`src/rtl/serial_subtractor_pkg.sv`:
```
// -----------------------------------------------------------------------------
// serial_subtractor_pkg
//   Shared definitions for the bit-serial subtractor:
//     - FSM state encodings (legacy-compatible 2-bit localparams)
//     - helper to size the bit counter for a given operand width
// -----------------------------------------------------------------------------
package serial_subtractor_pkg;

  // FSM state encodings. 2'd3 is unused and recovers to IDLE.
  localparam logic [1:0] ST_IDLE = 2'd0;
  localparam logic [1:0] ST_RUN  = 2'd1;
  localparam logic [1:0] ST_DONE = 2'd2;

  // Width of the bit counter. One extra bit over $clog2 keeps the counter
  // able to represent WIDTH-1 for every legal WIDTH, including WIDTH=1
  // where $clog2 returns 0.
  function automatic int cnt_width(input int width);
    return $clog2(width) + 1;
  endfunction

endpackage : serial_subtractor_pkg

```
`src/rtl/full_subtractor.sv`:
```
// -----------------------------------------------------------------------------
// full_subtractor
//   Purely combinational 1-bit full subtractor: computes x - y - bin.
//   Ports:
//     x    in   1  minuend bit
//     y    in   1  subtrahend bit
//     bin  in   1  borrow in
//     d    out  1  difference bit
//     bout out  1  borrow out (1 when x < y + bin)
// -----------------------------------------------------------------------------
module full_subtractor (
  input  logic x,
  input  logic y,
  input  logic bin,
  output logic d,
  output logic bout
);

  assign d    = x ^ y ^ bin;
  assign bout = (~x & y) | (~x & bin) | (y & bin);

endmodule : full_subtractor

```
`src/rtl/serial_subtractor.sv`:
```
// -----------------------------------------------------------------------------
// serial_subtractor
//   Bit-serial WIDTH-bit subtractor computing DIFF = A - B - B_in, LSB first,
//   one bit per clock, using a single full_subtractor and a registered borrow.
//   Operands are captured on an accepted start; the result is held in DONE
//   until the next accepted start.
//   Parameters:
//     WIDTH  operand/result width, 1..32
//   Ports:
//     clk    in   1      clock, rising edge
//     rst_n  in   1      asynchronous active-low reset
//     start  in   1      request, honoured only in IDLE or DONE
//     A      in   WIDTH  minuend, captured on the accepting edge
//     B      in   WIDTH  subtrahend, captured on the accepting edge
//     B_in   in   1      borrow-in, captured on the accepting edge
//     busy   out  1      high while computing (RUN)
//     done   out  1      high while the result is held (DONE)
//     DIFF   out  WIDTH  difference, valid while done=1
//     B_out  out  1      final borrow, valid while done=1
//   All outputs come straight from registers.
// -----------------------------------------------------------------------------
module serial_subtractor
  import serial_subtractor_pkg::*;
#(
  parameter int WIDTH = 8
) (
  input  logic             clk,
  input  logic             rst_n,
  input  logic             start,
  input  logic [WIDTH-1:0] A,
  input  logic [WIDTH-1:0] B,
  input  logic             B_in,
  output logic             busy,
  output logic             done,
  output logic [WIDTH-1:0] DIFF,
  output logic             B_out
);

  localparam int            CW   = cnt_width(WIDTH);
  localparam logic [CW-1:0] LAST = CW'(WIDTH - 1);

  // State and datapath registers
  logic [1:0]       r_state;
  logic [CW-1:0]    r_count;
  logic [WIDTH-1:0] r_a_sh;
  logic [WIDTH-1:0] r_b_sh;
  logic             r_borrow;
  logic [WIDTH-1:0] r_diff;
  logic             r_bout;
  logic             r_busy;
  logic             r_done;

  // Combinational helpers
  logic [1:0]       w_state_next;
  logic             w_accept;
  logic             w_running;
  logic             w_last;
  logic             w_d;
  logic             w_bo;
  logic [WIDTH:0]   w_diff_cat;

  // A request is honoured only when no operation is in flight.
  assign w_accept  = start && ((r_state == ST_IDLE) || (r_state == ST_DONE));
  assign w_running = (r_state == ST_RUN);
  assign w_last    = (r_count == LAST);

  full_subtractor u_fs (
    .x    (r_a_sh[0]),
    .y    (r_b_sh[0]),
    .bin  (r_borrow),
    .d    (w_d),
    .bout (w_bo)
  );

  // New difference bit enters at the MSB; after WIDTH shifts the first bit
  // computed (the LSB) has reached bit 0. Building the concatenation first
  // keeps the slice legal for WIDTH=1.
  assign w_diff_cat = {w_d, r_diff};

  // Next-state logic
  always_comb begin
    // NOTE: every variable assigned here gets a default first, so no path
    // leaves it unassigned and no latch is inferred.
    w_state_next = r_state;
    case (r_state)
      ST_IDLE: if (start)  w_state_next = ST_RUN;
      ST_RUN:  if (w_last) w_state_next = ST_DONE;
      ST_DONE: if (start)  w_state_next = ST_RUN;
      default:             w_state_next = ST_IDLE;
    endcase
  end

  // Sequential state and datapath
  // NOTE: sequential state is updated with non-blocking assignments only, so
  // every register samples the pre-edge values of the others.
  always_ff @(posedge clk or negedge rst_n) begin
    if (!rst_n) begin
      // NOTE: the operand/result registers are small flops, not a memory, so
      // they are all reset; a reset mid-operation discards the partial result.
      r_state  <= ST_IDLE;
      r_count  <= '0;
      r_a_sh   <= '0;
      r_b_sh   <= '0;
      r_borrow <= 1'b0;
      r_diff   <= '0;
      r_bout   <= 1'b0;
      r_busy   <= 1'b0;
      r_done   <= 1'b0;
    end else begin
      r_state <= w_state_next;
      r_busy  <= (w_state_next == ST_RUN);
      r_done  <= (w_state_next == ST_DONE);

      if (w_accept) begin
        r_a_sh   <= A;
        r_b_sh   <= B;
        r_borrow <= B_in;
        r_count  <= '0;
        r_diff   <= '0;
        r_bout   <= 1'b0;
      end else if (w_running) begin
        r_diff   <= w_diff_cat[WIDTH:1];
        r_a_sh   <= r_a_sh >> 1;
        r_b_sh   <= r_b_sh >> 1;
        r_borrow <= w_bo;
        r_count  <= r_count + CW'(1);
        if (w_last) begin
          r_bout <= w_bo;
        end
      end
    end
  end

  assign busy  = r_busy;
  assign done  = r_done;
  assign DIFF  = r_diff;
  assign B_out = r_bout;

endmodule : serial_subtractor

```
`config.mk`:
```
export PLATFORM = sky130hd
export DESIGN_NAME = serial_subtractor
export DESIGN_NICKNAME = d
export VERILOG_FILES = /design/src/rtl/serial_subtractor_pkg.sv /design/src/rtl/full_subtractor.sv /design/src/rtl/serial_subtractor.sv
export SDC_FILE = /design/constraint.sdc
export NUM_CORES = 1
export LEC_CHECK = 0
export BUFFER_PORTS_ARGS = -buffer_cell sky130_fd_sc_hd__buf_2
export CORE_MARGIN = 2
export CORE_UTILIZATION = 35
export DETAILED_ROUTE_END_ITERATION = 8
export GPL_ROUTABILITY_DRIVEN = 0
export PLACE_DENSITY = 0.54
export SLEW_MARGIN = 0
export SYNTH_ARGS = -nofsm -noshare
export SYNTH_HDL_FRONTEND = slang
export SYNTH_HIERARCHICAL = 1
export SYNTH_SLANG_ARGS = --single-unit
export TNS_END_PERCENT = 10
```
`constraint.sdc`:
```
create_clock -name clk -period 1.3 [get_ports clk]
set_input_delay 0.13 -clock clk [delete_from_list [all_inputs] [get_ports clk]]
set_output_delay 0.13 -clock clk [all_outputs]
set_load 0.05 [all_outputs]
```
==> impl_metrics.json, run 1 <==
{
  "arrival_ns": 1.48,
  "clkTransAtPathRegs_ns": 0.07,
  "syn_inst": 137,
  "ys_warn_count": 6,
  "grt_pass1_vias": 1105,
  "grt_overflow_total": 0,
  "stdcell_count": 225,
  "outcome": "finished, violations left",
  "maxSlewViolCount": 0,
  "ant_nets": 0,
  "syn_nets": 159,
  "nets": 197,
  "fin_tns_setup_ns": -0.00325,
  "wl_per_cell_um": 13.5,
  "synth_largest_area_cell": "dfrtp_1",
  "insertion_delay_ns": 0.28,
  "cts_made_buffers": 5,
  "cp-end-kind": "flop",
  "fin_crit_sh": 1.00,
  "synth_area_leaders": "dfrtp_1, nand2_1, a22o_1",
  "startpoint_type": "flop",
  "cts_htree_levels": 2,
  "fin_skew_ns": 0.00481,
  "synth_cell_types": 24,
  "yosysTopAreaCellShare": 0.592,
  "slew-limit-headroom": 0.700,
  "ios": 31,
  "via_per_inst": 5.08,
  "violations": "negative setup slack",
  "ir_drop_uv": 878,
  "rsz0062_at_grt": "true",
  "p_leak_nw": 0.888,
  "wl_um": 3040,
  "p_per_area_nw_per_um2": 2710,
  "antenna_found_initial": 0,
  "drc": 0,
  "period_minus_slack_ns": 1.30,
  "hold_class": "in2reg",
  "portBuffers": 30,
  "p_total_mw": 4.84,
  "place_area_sq_um": 1660,
  "worst_slew_pin_slew_ns": 0.450,
  "ys_seq_elements": 34,
  "cts_buffer_depth": 2,
  "placed_cells": 216,
  "vias": 1142,
  "coreArea_sq_um": 3970,
  "grt_usage": 0.146,
  "synth_seq_area_share": 0.592,
  "grt_max_degree": 35,
  "die_w_um": 68.1,
  "die-area_sq_um": 4630,
  "hold_violations": 0,
  "hold_ws_ns": 0.0762,
  "fmax_mhz": 767,
  "rows": 23,
  "cts_tree": "done",
  "grt_pass1_wl_um": 4940,
  "die_y_um": 68.1,
  "final_cell_area_sq_um": 1790,
  "start_util": 0.362,
  "setup_slack_ns": -0.00325,
  "maxCapViolCount": 0,
  "drt_iter0_markers": 44,
  "drive_above_1_share": 0.291,
  "dp.final_hpwl_um": 1970,
  "setup_viol": 1,
  "cts_root_buffer": "clkbuf_8",
  "antenna_cells": 0,
  "area_delta_synth_final_pct": 24.4,
  "synth_area_per_cell_sq_um": 10.5,
  "cts_sinks": 34,
  "netlist_area_sq_um": 1440,
  "cp_data_required_time_ns": 1.47,
  "drtPass1Iterations": 4,
  "worst-setup-path-type": "reg2reg",
  "cp_max_fo": 4
}
==> kinds of logic after synthesis <==
logic type / share of synthesized area
AO/OA/AOI/OAI: 0.159
adder cells (fa/ha/maj): 0.0226
buffers and inverters: 0.0392
flip-flops: 0.592
multiplexers: 0.0218
AND/OR/NAND/NOR: 0.166
==> synthesized netlist by cell type, drive strengths merged <==
| cell | count |
|---|---|
| fa | 1 |
| nand3 | 4 |
| mux2i | 2 |
| and2b | 1 |
| and3 | 1 |
| mux2 | 1 |
| a31oi | 12 |
| nor2 | 13 |
| ha | 1 |
| a22oi | 3 |
| clkbuf | 1 |
| a31o | 1 |
| nand2b | 3 |
| buf | 8 |
| and3b | 1 |
| dfrtp | 34 |
| nor2b | 1 |
| nand4 | 1 |
| o21ai | 5 |
| inv | 2 |
| nand2 | 30 |
| a22o | 11 |
==> cell type report <==
type	count	area, sq um
fillers	383	2180
repair buffers	40	251
clock buffers	5	68.8
clock inverters	2	10.0
well taps	50	62.6
multi-input cells	92	536
inverters	2	7.51
flip-flops and latches	34	851
==> critical path, stage by stage (launching register included) <==
cell     delay, ns
dfrtp_1       0.40
ha_2          0.19
and3b_2       0.23
and3_1        0.19
a31o_1        0.18
==> layer usage <==
metal / vias up / global-route usage / share of wire
li1: 550 / - / -
met3: 7 / 0.0395 / 0.044
met4: 0 / 0.0750 / 0.018
met2: 24 / 0.245 / 0.48
met1: 561 / 0.170 / 0.46
met5: - / 0 / 0
==> sequential cells by signal, summed over array words and instances (netlist names) <==
register,cells
r_a_sh,8
busy,1
done,1
DIFF,8
r_count,4
B_out,1
r_b_sh,8
r_borrow,1
r_state,2
==> path summary, 6_finish.rpt <==
path / startpoint / to / slack [ns] / depth (start not counted)
max in group asynchronous: rst_n / r_b_sh[2]$_DFFE_PN0P_ / 0.59 / 3
max reg2reg: r_count[1]$_DFFE_PN0P_ / B_out$_DFFE_PN0P_ / -0.003 / 4
min reg2reg: r_count[2]$_DFFE_PN0P_ / r_count[2]$_DFFE_PN0P_ / 0.49 / 1
max: r_count[1]$_DFFE_PN0P_ / B_out$_DFFE_PN0P_ / -0.003 / 4
min: A[7] / r_a_sh[7]$_DFFE_PN0P_ / 0.08 / 2
min in group asynchronous: rst_n / DIFF[0]$_DFFE_PN0P_ / 0.40 / 3
==> what timing repair did <==
| item | in CTS | in global routing |
|---|---|---|
| buffers inserted | 0 | 1 |
| resized for setup | 2 | 7 |
| endpoints found under the hold margin | 34 | 0 |
| hold buffers | 1 | 0 |
| setup endpoints to repair | 14 | 16 |
==> power by group <==
group,internal (mW),switching [mW]
logic,0.888,1.40
clock network,0.359,0.363
registers,1.55,0.286
==> cells in the final DEF (no fill, tap or decap), types with 3 or more instances in the layout <==
cell,instances
a22o_1,11
a22oi_1,3
a31oi_1,12
buf_2,30
buf_4,5
buf_6,3
clkbuf_8,5
dfrtp_1,34
nand2_1,30
nand2b_1,3
nand3_1,4
nor2_1,12
o21ai_0,5
==> through the flow <==
stage	setup slack, ns	utilization
2_1_floorplan	0.0525	-
5_1_grt	-0.0491	0.450
4_1_cts	-0.0325	0.442
3_5_place_dp	-0.139	0.418
6_report	-0.00325	0.450
3_3_place_gp	-0.0468	0.418
Note: power is estimated with default switching activity, not from simulation.
==> run 2: changes to the inputs <==
Settings changed: CORE_ASPECT_RATIO set to 0.8.
==> impl_metrics.json, run 2 (synthesis gave the netlist of run 1 again) <==
{
  "outcome": "finished, violations left",
  "violations": "negative setup slack",
  "antenna_cells": 0,
  "area_delta_synth_final_pct": 24.5,
  "ios": 31,
  "cp-end-kind": "flop",
  "hold_ws_ns": 0.0796,
  "final_cell_mix": "dfrtp_1, nand2_1, buf_2, nor2_1, a31oi_1",
  "cts_tree": "done",
  "setup_slack_ns": -0.0847,
  "vias": 1102,
  "fin_tns_setup_ns": -0.771,
  "setup_viol": 13,
  "maxSlewViolCount": 0,
  "p_per_area_nw_per_um2": 2710,
  "die_w_um": 75.6,
  "ctsResizeCount": 0,
  "cp_max_fo": 11,
  "final_common_cell": "dfrtp_1",
  "hold_violations": 0,
  "grt_overflow_total": 0,
  "fin_crit_sh": 1.07,
  "die-area_sq_um": 4640,
  "ir_drop_uv": 951,
  "drtPass1Iterations": 4,
  "rsz0062_at_grt": "true",
  "wl_um": 3030,
  "rows": 20,
  "slew-limit-headroom": 0.532,
  "drt_iter0_markers": 103,
  "startpoint_type": "flop",
  "fin_skew_ns": 0.00270,
  "start_util": 0.370,
  "grt_max_degree": 29,
  "period_minus_slack_ns": 1.38,
  "p_leak_nw": 0.890,
  "insertion_delay_ns": 0.29,
  "grt_pass1_wl_um": 5090,
  "stdcell_count": 231,
  "maxCapViolCount": 0,
  "die_y_um": 61.3,
  "grt_usage": 0.157,
  "antenna_found_initial": 0,
  "hold_class": "in2reg",
  "via_per_inst": 4.77,
  "worst_slew_pin_slew_ns": 0.700,
  "nets": 197,
  "arrival_ns": 1.60,
  "grt_pass1_vias": 1050,
  "clkTransAtPathRegs_ns": 0.07,
  "drc": 0,
  "dp.final_hpwl_um": 2090,
  "placed_cells": 222,
  "cp_data_required_time_ns": 1.52,
  "worst-setup-path-type": "reg2reg",
  "drive_above_1_share": 0.273,
  "portBuffers": 30,
  "cts_sinks": 34,
  "cts_root_buffer": "clkbuf_8",
  "ant_nets": 0,
  "coreArea_sq_um": 3880,
  "fmax_mhz": 722,
  "cts_buffer_depth": 2,
  "cts_made_buffers": 5,
  "wl_per_cell_um": 13.1,
  "cts_htree_levels": 2
}
-- run 2: area by class of cell --
| type | count | area [sq um] |
|---|---|---|
| inverters | 2 | 7.51 |
| flip-flops and latches | 34 | 851 |
| multi-input cells | 92 | 529 |
| well taps | 55 | 68.8 |
| clock buffers | 7 | 86.3 |
| repair buffers | 40 | 240 |
| fillers | 358 | 2090 |
| clock inverters | 1 | 5.00 |
-- run 2: stage by stage --
stage | instance area [sq um] | power [mW] | worst slack (ns) | utilization
after floorplan | 1440 | 3.50 | 0.0525 | -
after global placement | 1690 | 4.02 | -0.0325 | 0.435
after detailed placement | 1690 | 4.07 | -0.0574 | 0.435
after CTS | 1790 | 4.90 | -0.0767 | 0.461
after global routing | 1790 | 5.26 | -0.201 | 0.461
final | 1790 | 4.84 | -0.0847 | 0.461
-- run 2: path summary, 6_finish.rpt --
path / start / cells past startpoint / to / slack (ns)
max in group asynchronous: rst_n / 3 / r_a_sh[2]$_DFFE_PN0P_ / 0.57
hold reg to reg: r_count[3]$_DFFE_PN0P_ / 1 / r_count[3]$_DFFE_PN0P_ / 0.48
hold / removal: A[0] / 3 / r_a_sh[0]$_DFFE_PN0P_ / 0.08
min in group asynchronous: rst_n / 2 / DIFF[0]$_DFFE_PN0P_ / 0.30
setup / recovery: r_state[1]$_DFF_PN0_ / 3 / DIFF[1]$_DFFE_PN0P_ / -0.08
setup reg to reg: r_state[1]$_DFF_PN0_ / 3 / DIFF[1]$_DFFE_PN0P_ / -0.08
-- run 2: routing by layer --
layer,part of all wire,GRT usage,vias up,wire (um)
met4,0.0099,0.0902,0,30
met1,0.47,0.218,520,1430
met5,0,0,-,0
met3,0.058,0.0491,4,177
li1,-,-,553,-
met2,0.46,0.217,25,1390
-- run 2: report_power, final --
| group | total [mW] | internal, mW | switching (mW) | leakage, nW |
|---|---|---|---|---|
| logic | 2.21 | 0.826 | 1.39 | 0.418 |
| registers | 1.83 | 1.55 | 0.281 | 0.424 |
| clock network | 0.797 | 0.427 | 0.370 | 0.0482 |
-- run 2: timing repair --
action | 4_1_cts | 5_1_grt
hold buffers | 1 | 0
endpoints found under the setup margin | 13 | 26
setup buffers | 0 | 0
hold endpoints to repair | 15 | 0
-- run 2: worst max-delay path, stage by stage, from the launching register on --
cell and delay (ns):
dfrtp_1 0.35, and2b_1 0.19, nor2_1 0.54, a22o_1 0.24
